<file path="src/rtl/seq_mult_7b_pkg.sv">
// Shared constants for the sequential shift-add multiplier:
// FSM state encoding, default operand width and the saturation ceiling.
package seq_mult_7b_pkg;

    localparam int OP_W_DEF = 7;
    localparam int SAT_MAX  = 9999;

    localparam logic [1:0] ST_IDLE = 2'd0;
    localparam logic [1:0] ST_RUN  = 2'd1;
    localparam logic [1:0] ST_DONE = 2'd2;

endpackage

</file>
<file path="src/rtl/seq_mult_7b.sv">
// Sequential LSB-first shift-add unsigned multiplier, one partial product per cycle.
// Optional feature: define MULT_SAT_EN to clamp products above SAT_MAX and flag ovf.
module seq_mult_7b
    import seq_mult_7b_pkg::*;
#(
    parameter int OP_W = OP_W_DEF
) (
    input  logic                clk,
    input  logic                rst,
    input  logic                start,
    input  logic [OP_W-1:0]     a,
    input  logic [OP_W-1:0]     b,
    output logic [2*OP_W-1:0]   prod,
    output logic                busy,
    output logic                done,
    output logic                ovf
);

    localparam int P_W   = 2 * OP_W;
    localparam int CNT_W = $clog2(OP_W + 1);

    logic [1:0]       state_reg;
    logic [P_W-1:0]   mcand_reg;
    logic [OP_W-1:0]  mplier_reg;
    logic [P_W-1:0]   acc_reg;
    logic [CNT_W-1:0] cnt_reg;
    logic [P_W-1:0]   prod_reg;

    logic [P_W-1:0]   acc_next;
    logic [P_W-1:0]   result_next;
    logic             last_step;
    logic             sat_hit;

    // The multiplicand is pre-shifted each step, so the add always uses multiplier bit 0.
    assign acc_next  = acc_reg + (mplier_reg[0] ? mcand_reg : '0);
    assign last_step = (cnt_reg == CNT_W'(OP_W - 1));

`ifdef MULT_SAT_EN
    localparam logic [P_W-1:0] SAT_VAL = P_W'(SAT_MAX);
    logic ovf_reg;

    always_comb begin
        sat_hit     = (acc_next > SAT_VAL);
        result_next = sat_hit ? SAT_VAL : acc_next;
    end

    assign ovf = ovf_reg;
`else
    always_comb begin
        sat_hit     = 1'b0;
        result_next = acc_next;
    end

    assign ovf = 1'b0;
`endif

    always_ff @(posedge clk or posedge rst) begin
        if (rst) begin
            state_reg  <= ST_IDLE;
            mcand_reg  <= '0;
            mplier_reg <= '0;
            acc_reg    <= '0;
            cnt_reg    <= '0;
            prod_reg   <= '0;
`ifdef MULT_SAT_EN
            ovf_reg    <= 1'b0;
`endif
        end else begin
            case (state_reg)
                ST_IDLE: begin
                    if (start) begin
                        mcand_reg  <= P_W'(a);
                        mplier_reg <= b;
                        acc_reg    <= '0;
                        cnt_reg    <= '0;
                        state_reg  <= ST_RUN;
                    end
                end
                ST_RUN: begin
                    acc_reg    <= acc_next;
                    mcand_reg  <= mcand_reg << 1;
                    mplier_reg <= mplier_reg >> 1;
                    cnt_reg    <= cnt_reg + CNT_W'(1);
                    // Final step: the result register loads on the edge that enters DONE.
                    if (last_step) begin
                        prod_reg  <= result_next;
`ifdef MULT_SAT_EN
                        ovf_reg   <= sat_hit;
`endif
                        state_reg <= ST_DONE;
                    end
                end
                ST_DONE: begin
                    state_reg <= ST_IDLE;
                end
                default: begin
                    state_reg <= ST_IDLE;
                end
            endcase
        end
    end

    assign prod = prod_reg;
    assign busy = (state_reg != ST_IDLE);
    assign done = (state_reg == ST_DONE);

endmodule

</file>
<file path="config.mk">
export PLATFORM = sky130hd
export DESIGN_NAME = seq_mult_7b
export DESIGN_NICKNAME = d
export VERILOG_FILES = /design/src/rtl/seq_mult_7b_pkg.sv /design/src/rtl/seq_mult_7b.sv
export SDC_FILE = /design/constraint.sdc
export NUM_CORES = 1
export LEC_CHECK = 0
export CAP_MARGIN = 10
export CORE_MARGIN = 2
export CORE_UTILIZATION = 40
export CTS_CLUSTER_SIZE = 16
export DETAILED_ROUTE_END_ITERATION = 10
export MAX_ROUTING_LAYER = met4
export PLACE_DENSITY = 0.74
export SLEW_MARGIN = 30
export SYNTH_ARGS = -nofsm -noshare
export SYNTH_HDL_FRONTEND = slang
export SYNTH_SLANG_ARGS = --single-unit
</file>
<file path="constraint.sdc">
create_clock -name clk -period 2.4 [get_ports clk]
set_input_delay 0.72 -clock clk [delete_from_list [all_inputs] [get_ports clk]]
set_output_delay 0.72 -clock clk [all_outputs]
set_load 0.005 [all_outputs]
</file>
==> results of run 1 <==
[area by class of cell]
class                   count  area, sq um
clock inverters             2         16.3
repair buffers             55          509
multi-input cells         235         1590
flip-flops and latches     54         1350
fillers                   649         3500
inverters                   3         11.3
well taps                  99          124
clock buffers               6         82.6
[layer usage]
| layer | vias up | global-route usage, % |
|---|---|---|
| met3 | 8 | 3.29 |
| met1 | 1160 | 22.8 |
| li1 | 1195 | - |
| met2 | 65 | 30.2 |
| met4 | 0 | 4.34 |
| met5 | - | - |
[logic make-up after synthesis]
group / after synthesis / share of synthesized area [%]
compound gates: 112 / 24.3
simple gates: 98 / 17.4
flops: 54 / 46.1
buf+inv: 19 / 2.56
fa+ha+maj: 16 / 7.08
xor+xnor: 8 / 2.39
other cells: 1 / 0.128
[layout by cell type (no fill, tap or decap), types with 3 or more instances in the layout]
| cell | instances |
|---|---|
| sky130_fd_sc_hd__and2_4 | 3 |
| sky130_fd_sc_hd__nand2_1 | 44 |
| sky130_fd_sc_hd__buf_4 | 21 |
| sky130_fd_sc_hd__and3b_1 | 6 |
| sky130_fd_sc_hd__o21a_1 | 3 |
| sky130_fd_sc_hd__and2_1 | 13 |
| sky130_fd_sc_hd__o31ai_1 | 5 |
| sky130_fd_sc_hd__nor2_1 | 5 |
| sky130_fd_sc_hd__dfrtp_1 | 54 |
| sky130_fd_sc_hd__ha_4 | 3 |
| sky130_fd_sc_hd__a21oi_1 | 23 |
| sky130_fd_sc_hd__nand3_1 | 5 |
| sky130_fd_sc_hd__o21ai_0 | 38 |
| sky130_fd_sc_hd__a22oi_1 | 8 |
| sky130_fd_sc_hd__nor2b_1 | 11 |
| sky130_fd_sc_hd__xnor2_1 | 3 |
| sky130_fd_sc_hd__a21o_1 | 7 |
| sky130_fd_sc_hd__a22o_1 | 9 |
| sky130_fd_sc_hd__clkdlybuf4s50_1 | 32 |
| sky130_fd_sc_hd__ha_1 | 11 |
| sky130_fd_sc_hd__xor2_1 | 5 |
| sky130_fd_sc_hd__clkbuf_8 | 6 |
[worst min-delay path by stage]
stage,start,end,slack (ns),cells after the start
2_1_floorplan,acc_reg[7]$_DFFE_PP0P_,acc_reg[7]$_DFFE_PP0P_,0.46,2
3_3_place_gp,prod[10]$_DFFE_PP0P_,prod[10]$_DFFE_PP0P_,0.46,2
3_5_place_dp,prod[10]$_DFFE_PP0P_,prod[10]$_DFFE_PP0P_,0.47,2
4_1_cts,prod[6]$_DFFE_PP0P_,prod[6]$_DFFE_PP0P_,0.49,2
5_1_grt,prod[10]$_DFFE_PP0P_,prod[10]$_DFFE_PP0P_,0.52,2
6_report,prod[6]$_DFFE_PP0P_,prod[6]$_DFFE_PP0P_,0.48,2
[per-stage QoR]
stage / area, sq um / worst slack (ns)
after floorplan: 2960 / -0.0861
after global placement: 3520 / 0.0685
after detailed placement: 3520 / 0.0289
after CTS: 3620 / 0.000974
after global routing: 3680 / -0.0705
final: 3680 / -0.0121
[worst reg2reg max path, stage by stage, from the launching register on]
cell and delay (ns):
sky130_fd_sc_hd__dfrtp_1 0.42, sky130_fd_sc_hd__buf_6 0.14, sky130_fd_sc_hd__and2_4 0.16, sky130_fd_sc_hd__fa_2 0.37
sky130_fd_sc_hd__a211oi_2 0.26, sky130_fd_sc_hd__o21ai_2 0.11, sky130_fd_sc_hd__o211a_1 0.25, sky130_fd_sc_hd__or3_4 0.37
sky130_fd_sc_hd__a31o_2 0.23
[repair_timing]
action,4_1_cts,5_1_grt
buffers inserted,0,1
endpoints found under the setup margin,0,6
resized for setup,0,11
[power breakdown]
group          total, W  internal (W)  switching (W)
Sequential      0.00144       0.00122       0.000224
Combinational   0.00147      0.000732       0.000743
Clock          0.000547      0.000238       0.000308
==> impl_summary.md, run 1 <==
Run status
The run finished, with violations left. The checks that failed: setup timing.

Drt
The number of design-rule violations left by the first detailed-router iteration is 112. The via count normalized by instance count is 5.35. The routed design uses 342 um of met3 wire. The detailed-route wire length per cell is 14.6 um. The highest layer touched by signal routing is met4. For this block, wires on met1 add up to 2.95 mm. The number of nets with antenna violations after routing is 0. The number of detailed-routing iterations run before antenna repair is 4. For this block, the routed nets add up to 6.62 mm of wire.

The remaining design rule violation count is 0. The total number of vias is 2428. The wire length on met2 is 3.24 mm.

Floorplan
After floorplanning, the core was sized to cover 7180 sq um. The site row count is 31. The starting density of the core is 40.9%. The floorplan step defined a die boundary enclosing 8030 sq um. The overall die width is 89.6 um. The die is 89.6 um tall. The count of boundary I/O pins is 34.

STA
The total negative slack is -0.0121 ns. The normalized max-slew margin is 59.1%. Hold is met by 0.483 ns. The final count of hold timing violations is 0. Based on the critical path, the design can be clocked at up to 415 MHz. The number of setup violations in the final report is 1. Setup repair after global routing could not meet its margin everywhere. The maximum clock skew at final layout is 0.0101 ns. The slew of the pin with the lowest slew margin is 0.613 ns. After layout, the worst setup slack is -0.0121 ns.

The final critical path time including I/O delays and setup is 2.41 ns. The final-report max-slew violation count is 0. In the finished design, the share of the clock period the worst path needs comes to 101%.

Final layout
The antenna diode count is 0. The final cell utilization of the core is 51.3%. The post-route netlist has 15.5% of its cells at a drive strength greater than 1. After the last flow step, the layout net total stands at 387.

The filler-free cell count of the finished design is 454. From synthesis to final layout, the design area changed by 25.5%.

Setup path
The path depth of the worst reg2reg path is 8. The number of buffers and inverters on the critical path is 1. Broken down by cell family, the worst path's largest delay share belongs to compound AO/OA/AOI/OAI gates.

Data on the critical path is required at its endpoint by 2.60 ns. The standard cell with the maximum stage delay on the critical path is sky130_fd_sc_hd__dfrtp_1. The signal on the critical path passes through buf_6, and2_4, fa_2, a211oi_2, o21ai_2, o211a_1, or3_4, a31o_2. Along the worst path, the maximum fanout reaches 7. Across all register-to-register paths, the minimum setup slack is -0.01 ns. The launch point of the worst reg-to-reg path is mplier_reg[0]$_DFFE_PP0P_. Counting buffers and inverters, the worst setup path is 8 cells deep. The worst register-to-register path ends at prod[12]$_DFFE_PP0P_. The worst path arrival time is 2.62 ns. The kind of capture point of the worst setup path is a register. The worst setup path startpoint is mplier_reg[0]$_DFFE_PP0P_. The worst setup path is launched from a register. The critical setup path kind is reg -> reg.

The last element of the critical path is prod[12]$_DFFE_PP0P_. The delay of the slowest cell on the worst path is 0.42 ns.

Logic synthesis
The number of warning messages in the yosys log is 0. Sorting the synthesized cells by how often they occur yields sky130_fd_sc_hd__dfrtp_1 (54), sky130_fd_sc_hd__nand2_1 (44), sky130_fd_sc_hd__o21ai_0 (38), sky130_fd_sc_hd__a21oi_1 (25), sky130_fd_sc_hd__and2_1 (16). Counting every instance in the synthesized netlist gives 308. The number of distinct library cells after synthesis is 42. The dominant cell by count in the synthesized netlist is sky130_fd_sc_hd__dfrtp_1. The cell area that synthesis handed to floorplanning was 2930 sq um. The library cell with the largest summed area after synthesis is sky130_fd_sc_hd__dfrtp_1.

Counting flops and latches in the post-synthesis netlist gives 54. In this run, synthesis inferred 0 flip-flops with an integrated enable. For this run, the leading register cell type out of synthesis is sky130_fd_sc_hd__dfrtp_1.

Yosys attributes the largest share of cell area to sky130_fd_sc_hd__dfrtp_1 (46%), sky130_fd_sc_hd__o21ai_0 (6.5%), sky130_fd_sc_hd__ha_1 (6.4%). The top cell type by area accounts for 46.1% of the synthesized area. The share of flip-flops with an asynchronous set or reset after synthesis is 100%. The post-synthesis area per instance is 9.52 sq um. The share of the Yosys chip area taken by registers is 46.1%. Counting every net in the synthesized netlist gives 341.

Power and ir drop
The analysis attributes to cell leakage a power of 1.71 nW. The design draws 0.00346 W. The worst-case IR drop observed on VDD is 0.483 mV. The areal power density over the cells is 942 nW/um^2.

Clock tree
The hold buffer count at CTS is 0. Clock tree synthesis selected as its root buffer the cell sky130_fd_sc_hd__clkbuf_8. In this run the deepest clock path goes through 2 buffers. The total clock buffers created by CTS is 5.

The CTS tree is built. The number of sinks handled by clock tree synthesis is 54. The clock transition at the registers of the reported paths is 0.10 ns. The clock latency at the later pin of the worst-skew pair is 0.31 ns.

The maximum level of the CTS H-tree is 2.

Global routing
The largest net degree at the start of global routing is 55. The number of global-route vias before repair was 2347. The total global-route track usage is 18.1%. The global-route wire length before repair is 11.0 mm. The global route total overflow is 0.

The initial antenna violation count is 0.

Place
Routability-driven placement finished with a final weighted congestion of 0.855. The post-placement cell count is 445. During placement, the flow inserted port buffers numbering 32. The HPWL after detailed placement is 4.76 mm.

Worst hold path
The worst hold path belongs to the class reg -> reg.

Job
Max-cap violations in this run came to 0.
Note: power is estimated with default switching activity, not from simulation.
==> run 2: changes to the inputs <==
--- a/config.mk
+++ b/config.mk
@@ -7,11 +7,12 @@
 export LEC_CHECK = 0
 export CAP_MARGIN = 10
 export CORE_MARGIN = 2
-export CORE_UTILIZATION = 40
+export CORE_UTILIZATION = 50
 export CTS_CLUSTER_SIZE = 16
 export DETAILED_ROUTE_END_ITERATION = 10
+export GPL_ROUTABILITY_DRIVEN = 0
 export MAX_ROUTING_LAYER = met4
-export PLACE_DENSITY = 0.74
+export PLACE_DENSITY = 0.86
 export SLEW_MARGIN = 30
 export SYNTH_ARGS = -nofsm -noshare
 export SYNTH_HDL_FRONTEND = slang
==> impl_summary.md, run 2 (synthesized netlist as in run 1, its figures left out) <==
Place
The placed instance area is 3490 sq um (-0.82%). The total of buffers placed on input and output ports was 32 (unchanged). The pre-CTS setup slack was -0.0358 ns (-0.0647 ns). The post-placement cell count is 417 (-6.3%). The HPWL after detailed placement is 4.86 mm (+2.1%).

Drt
The total number of vias is 2460 (+1.3%). The number of design-rule violations left by the first detailed-router iteration is 131 (+17%). The remaining design rule violation count is 0 (unchanged). The via count normalized by instance count came to 5.73 (+7.2%). The number of nets with antenna violations after routing is 0 (unchanged). The final wirelength is 6.93 mm (+4.6%). The number of detailed-routing iterations run before antenna repair is 4 (unchanged). The detailed-route wire length per cell is 16.1 um (+11%).

Global routing
The largest net degree at the start of global routing is 55 (unchanged). The global-route wire length before repair came to 11.4 mm (+3.3%). The number of global-route vias before repair is 2478 (+5.6%). The initial antenna violation count is 0 (unchanged). The total global-route track usage is 23.3% (+5.3 points). The global route total overflow came to 0 (unchanged).

Setup path
The delay of the slowest cell on the worst path came to 0.44 ns (+0.02 ns). The sort of element at the start of the critical path is a register. The top cell family by delay on the critical path is compound AO/OA/AOI/OAI gates. The slowest stage of the critical path belongs to the cell sky130_fd_sc_hd__dfrtp_1. The data required time at the worst endpoint is 2.60 ns (about the same).

The worst path arrival time is 2.64 ns (+0.02 ns). The kind of capture point of the worst setup path is a register. The register-to-register path setup slack is -0.04 ns (-0.03 ns). The critical path is of the reg -> reg type. The count of buffering cells on the critical path with inverters included is 1 (unchanged). The signal on the critical path passes through buf_6, and2_4, fa_2, a211oi_4, o21ai_2, o211a_1, or3_4, a31o_2. The maximum fanout along the worst path was 5 (-2).

STA
The final critical-path share of the clock period was 102% (+1.3 points). The number of setup violations in the final report is 2 (+1). The maximum clock skew at final layout was 0.00591 ns (-0.00415 ns). The final critical path time including I/O delays and setup came to 2.44 ns (+0.0321 ns).

The final-layout worst hold slack is 0.485 ns (+0.00260 ns). The final count of hold timing violations came to 0 (unchanged). The slew of the pin with the lowest slew margin is 0.615 ns (+0.00255 ns). The final-report max-slew violation count was 0 (unchanged). Setup repair after global routing could not meet its margin everywhere.

The maximum frequency from static timing analysis is 409 MHz (-1.3%). The normalized max-slew margin was 59.0% (-0.17 points). The worst setup margin is -0.0442 ns (-0.0321 ns).

Clock tree
The total clock buffers created by CTS is 5 (unchanged). TritonCTS built the clock tree. The buffer type at the clock tree root is sky130_fd_sc_hd__clkbuf_8. The maximum number of buffers from clock root to sink is 2 (unchanged). The maximum level of the CTS H-tree came to 2 (unchanged).

The hold buffer count at CTS is 0 (unchanged). The clock latency at the later pin of the worst-skew pair came to 0.31 ns (about the same). The clock transition at the registers of the reported paths is 0.09 ns (about the same). The number of sinks handled by clock tree synthesis is 54 (unchanged).

Final layout
The library cells used most frequently in the layout, excluding fill and tap cells, are sky130_fd_sc_hd__dfrtp_1 (53), sky130_fd_sc_hd__nand2_1 (42), sky130_fd_sc_hd__o21ai_0 (38). The number of fill cells is 437 (-33%). The antenna diode count came to 0 (unchanged).

Leaving out fill and tap cells, the most frequent cell in the layout is sky130_fd_sc_hd__dfrtp_1. The layout overhead on the synthesized area is 26.8%. The filler-free cell count of the finished design is 429 (-5.5%). The number of nets at the end of the flow came to 389 (+0.52%). The share of final-layout standard cells stronger than drive strength 1 is 17.4% (+1.9 points). The post-layout instance area came to 3720 sq um (+1.0%).

Floorplan
The starting density of the core was 52.6% (+12 points). The die footprint was 6490 sq um (-19%). The site row count came to 27 (-13%).

The core area is 5570 sq um (-22%). The overall die width is 80.6 um (-10%). The y dimension of the die is 80.6 um (-10%). The count of boundary I/O pins was 34 (unchanged).

Worst hold path
The path type of the worst min-delay path is reg -> reg.

Power and ir drop
The leakage component of the power came to 1.72 nW (+0.94%). The areal power density over the cells is 958 nW/um^2 (+1.7%). The peak ir drop on the vdd network is 0.732 mV (+52%).

Run status
The flow ran to the end, but the final reports show violations. The final reports fail on setup timing.

Job
The number of maximum-capacitance constraint violations is 0 (unchanged).
run 2: stage by stage:
stage          power, W  util (%)  setup TNS, ns
2_1_floorplan   0.00230         -         -0.170
3_3_place_gp    0.00283      62.6              0
3_5_place_dp    0.00290      62.6        -0.0690
4_1_cts         0.00353      65.1       -0.00509
5_1_grt         0.00381      66.7         -0.209
6_report        0.00356      66.7        -0.0844
run 2: cell type report:
cell class / count / area (sq um) / area share, %
clock buffers: 7 / 76.3 / 2.05
clock inverters: 1 / 30.0 / 0.808
inverters: 3 / 11.3 / 0.303
multi-input cells: 235 / 1620 / 43.6
flip-flops and latches: 54 / 1350 / 36.4
well taps: 72 / 90.1 / 2.42
repair buffers: 57 / 537 / 14.4
run 2: power breakdown:
part	switching [W]	internal, W	total, W	leakage [nW]
clock	0.000285	0.000312	0.000597	0.0524
combinational	0.000759	0.000741	0.00150	0.963
sequential	0.000241	0.00122	0.00146	0.706
run 2: per-layer routing:
layer	track usage [%]	up-vias	part of all wire, %
li1	-	1193	-
met2	40.8	60	52
met1	28.2	1199	44
met4	5.25	0	1.0
met5	-	-	0
met3	4.16	8	3.5
run 2: timing repair:
action | in CTS | in global routing
setup endpoints to repair | 2 | 11
gates resized for setup | 5 | 14
pin swaps | 2 | 5
setup buffers | 1 | 3
run 2: worst paths after layout:
kind / start / endpoint / cells after the start
setup / recovery: mplier_reg[0]$_DFFE_PP0P_ / prod[12]$_DFFE_PP0P_ / 8
hold reg to reg: prod[6]$_DFFE_PP0P_ / prod[6]$_DFFE_PP0P_ / 2
hold / removal: prod[6]$_DFFE_PP0P_ / prod[6]$_DFFE_PP0P_ / 2
setup reg to reg: mplier_reg[0]$_DFFE_PP0P_ / prod[12]$_DFFE_PP0P_ / 8
max in group asynchronous: rst / state_reg[0]$_DFFE_PP0P_ / 3
min in group asynchronous: rst / mcand_reg[2]$_DFFE_PP0P_ / 3
run 2: worst reg2reg max path: stages (launching register included):
cell                       delay [ns]
sky130_fd_sc_hd__dfrtp_1         0.44
sky130_fd_sc_hd__buf_6           0.15
sky130_fd_sc_hd__and2_4          0.16
sky130_fd_sc_hd__fa_2            0.39
sky130_fd_sc_hd__a211oi_4        0.25
sky130_fd_sc_hd__o21ai_2         0.09
sky130_fd_sc_hd__o211a_1         0.23
sky130_fd_sc_hd__or3_4           0.39
sky130_fd_sc_hd__a31o_2          0.25
==> run 3: changes to the inputs <==
--- a/config.mk
+++ b/config.mk
@@ -10,9 +10,10 @@
 export CORE_UTILIZATION = 50
 export CTS_CLUSTER_SIZE = 16
 export DETAILED_ROUTE_END_ITERATION = 10
+export DONT_BUFFER_PORTS = 1
 export GPL_ROUTABILITY_DRIVEN = 0
 export MAX_ROUTING_LAYER = met4
-export PLACE_DENSITY = 0.86
+export PLACE_DENSITY = 0.66
 export SLEW_MARGIN = 30
 export SYNTH_ARGS = -nofsm -noshare
 export SYNTH_HDL_FRONTEND = slang
==> impl_summary.md, run 3 (synthesized netlist as in run 1, its figures left out) <==
Worst hold path
The path type of the worst min-delay path is in -> async.

Clock tree
The maximum number of buffers from clock root to sink came to 2 (unchanged). The total clock buffers created by CTS is 5 (unchanged). The hold buffer count at CTS was 0 (unchanged).

The clock latency at the later pin of the worst-skew pair is 0.31 ns (about the same). The number of sinks handled by clock tree synthesis is 54 (unchanged). Clock tree synthesis selected as its root buffer the cell sky130_fd_sc_hd__clkbuf_8. The clock transition at the registers of the reported paths is 0.10 ns (about the same). The CTS tree is built. The maximum level of the CTS H-tree was 2 (unchanged).

STA
The number of setup violations in the final report is 0 (-2). The maximum frequency from static timing analysis is 417 MHz (+2.0%). The total negative slack came to 0 ns (+0.0844 ns). The final count of hold timing violations was 0 (unchanged).

Setup repair after global routing could not meet its margin everywhere. The maximum clock skew at final layout is 0.00930 ns (+0.00339 ns). The final critical-path share of the clock period is 99.9% (-2.0 points). The final critical path time including I/O delays and setup is 2.40 ns (-0.0475 ns). The normalized max-slew margin was 61.9% (+2.9 points). The worst setup margin is 0.00338 ns (+0.0475 ns). The slew of the pin with the lowest slew margin is 0.572 ns (-0.0432 ns).

The final-layout worst hold slack came to 0.313 ns (-0.173 ns). The final-report max-slew violation count is 0 (unchanged).

Setup path
The register-to-register path setup slack is 0.003 ns (+0.05 ns). The delay of the slowest cell on the worst path is 0.41 ns (-0.03 ns). In this run the critical register-to-register path is captured at acc_reg[12]$_DFFE_PP0P_. The critical setup path kind is reg -> reg.

The maximum fanout along the worst path came to 8 (+3). The worst path arrival time was 2.60 ns (-0.04 ns). The standard cell with the maximum stage delay on the critical path is sky130_fd_sc_hd__dfrtp_1.

The worst setup path is launched from a register. Traced cell by cell, the critical path runs through buf_6, and2_4, fa_2, a211oi_2, o21ai_2, o211a_1, or3_4, a32o_1. The count of buffering cells on the critical path with inverters included is 1 (unchanged).

The startpoint identified for the worst register-to-register timing path is mplier_reg[0]$_DFFE_PP0P_. The worst setup path is captured at a register. Broken down by cell family, the worst path's largest delay share belongs to compound AO/OA/AOI/OAI gates.

The data required time at the worst endpoint is 2.61 ns (about the same). The path depth of the worst reg2reg path is 8 (unchanged).

Drt
The total number of vias was 2275 (-7.5%). The remaining design rule violation count came to 0 (unchanged). The number of detailed-routing iterations run before antenna repair is 4 (unchanged). The final wirelength was 6.42 mm (-7.3%).

The number of design-rule violations left by the first detailed-router iteration is 109 (-17%). The number of nets with antenna violations after routing is 0 (unchanged). The via count normalized by instance count was 5.79 (+0.95%).

The detailed-route wire length per cell was 16.3 um (+1.2%).

Global routing
The global route total overflow is 0 (unchanged). The largest net degree at the start of global routing is 34 (-38%). The total global-route track usage is 22.4% (-0.91 points). The number of global-route vias before repair came to 2269 (-8.4%). The global-route wire length before repair is 10.9 mm (-4.2%). The initial antenna violation count is 0 (unchanged).

Power and ir drop
The peak ir drop on the vdd network came to 0.515 mV (-30%). The sequential share of power was 44.5% (+3.4 points). The clock share of power was 18.4% (+1.6 points). The switching power of the nets is 0.00123 W (-3.9%). The relative contribution of combinational cells to total power came to 37.2% (-4.9 points). The internal power of the cells came to 0.00209 W (-8.1%). The net switching fraction of the power came to 37.1% (+1.0 points). The areal power density over the cells was 1000 nW/um^2 (+4.6%).

The leakage component of the power is 1.58 nW (-8.2%).

Job
The number of maximum-capacitance constraint violations is 0 (unchanged).

Floorplan
The y dimension of the die is 80.6 um (unchanged). The site row count came to 27 (unchanged). The die footprint was 6490 sq um (unchanged). The core area is 5570 sq um (unchanged). The overall die width is 80.6 um (unchanged). The count of boundary I/O pins is 34 (unchanged). The starting density of the core is 52.6% (unchanged).

Place
The HPWL after detailed placement is 4.55 mm (-6.5%). The pre-CTS setup slack is 0.0229 ns (+0.0587 ns). The post-placement cell count was 381 (-8.6%). The total of buffers placed on input and output ports was 0 (-100%).

The placed instance area came to 3130 sq um (-10%).

Final layout
The sequential cell area is 1350 sq um (about the same). The antenna diode count is 0 (unchanged). The area growth from synthesis to layout is 13.2%. The area of combinational cells with multiple inputs is 1580 sq um (-2.3%). The post-layout instance area is 3320 sq um (-11%). The filler-free cell count of the finished design is 393 (-8.4%). The share of final-layout standard cells stronger than drive strength 1 is 15.3% (-2.1 points). The number of nets at the end of the flow came to 353 (-9.3%). The commonest non-fill, non-tap cell in the layout is sky130_fd_sc_hd__dfrtp_1. The library cells used most frequently in the layout, excluding fill and tap cells, are sky130_fd_sc_hd__dfrtp_1 (54), sky130_fd_sc_hd__nand2_1 (44), sky130_fd_sc_hd__o21ai_0 (38).

The number of fill cells is 506 (+16%).

Run status
The run finished with clean final reports.
run 3: cell count changes in the layout (fill, tap and decap cells not counted), moves of 2 or more:
cell | before | now
sky130_fd_sc_hd__buf_4 | 22 | 19
sky130_fd_sc_hd__clkdlybuf4s50_1 | 32 | 0
sky130_fd_sc_hd__nand2_1 | 42 | 44
sky130_fd_sc_hd__ha_2 | 3 | 1
sky130_fd_sc_hd__nand2_2 | 2 | 0
sky130_fd_sc_hd__ha_1 | 8 | 11
sky130_fd_sc_hd__a21oi_1 | 21 | 24
sky130_fd_sc_hd__a21oi_2 | 4 | 1
run 3: power groups by stage:
stage	registers (W)	logic (W)	clock network (W)
after floorplan	0.00141	0.000898	0
after global placement	0.00148	0.00114	0
after detailed placement	0.00149	0.00117	0
after CTS	0.00147	0.00118	0.000629
after global routing	0.00152	0.00141	0.000665
final	0.00148	0.00124	0.000610
run 3: metal layers:
| layer | share of wire [%] | vias up | wire length, um | track usage [%] |
|---|---|---|---|---|
| met5 | 0 | - | 0 | - |
| met4 | 0.73 | 0 | 47 | 7.12 |
| met1 | 48 | 1114 | 3060 | 28.7 |
| li1 | - | 1125 | - | - |
| met3 | 2.9 | 4 | 187 | 3.03 |
| met2 | 49 | 32 | 3130 | 37.1 |
run 3: worst max-delay path by stage:
stage / slack (ns) / end / startpoint / depth (start not counted)
after floorplan: -0.09 / acc_reg[12]$_DFFE_PP0P_ / mplier_reg[0]$_DFFE_PP0P_ / 9
after global placement: 0.05 / acc_reg[11]$_DFFE_PP0P_ / mplier_reg[0]$_DFFE_PP0P_ / 8
after detailed placement: 0.02 / acc_reg[11]$_DFFE_PP0P_ / mplier_reg[0]$_DFFE_PP0P_ / 8
after CTS: 0.008 / acc_reg[12]$_DFFE_PP0P_ / mplier_reg[0]$_DFFE_PP0P_ / 8
after global routing: -0.05 / acc_reg[12]$_DFFE_PP0P_ / mplier_reg[0]$_DFFE_PP0P_ / 8
final: 0.003 / acc_reg[12]$_DFFE_PP0P_ / mplier_reg[0]$_DFFE_PP0P_ / 8
run 3: through the flow:
step	power, W	utilization [%]
floorplan	0.00230	-
global placement	0.00263	56.1
detailed placement	0.00267	56.1
CTS	0.00329	58.1
global route	0.00360	59.6
finish	0.00332	59.6
run 3: area by class of cell:
cell class / instances / area share, %
inverters: 3 / 0.339
multi-input cells: 235 / 47.7
clock inverters: 2 / 1.13
flip-flops and latches: 54 / 40.7
clock buffers: 6 / 2.19
repair buffers: 21 / 5.24
well taps: 72 / 2.71
run 3: repair_timing:
action                                  in CTS  in global routing
gates resized for setup                      0                  9
endpoints found under the setup margin       0                  5
buffers inserted                             0                  4
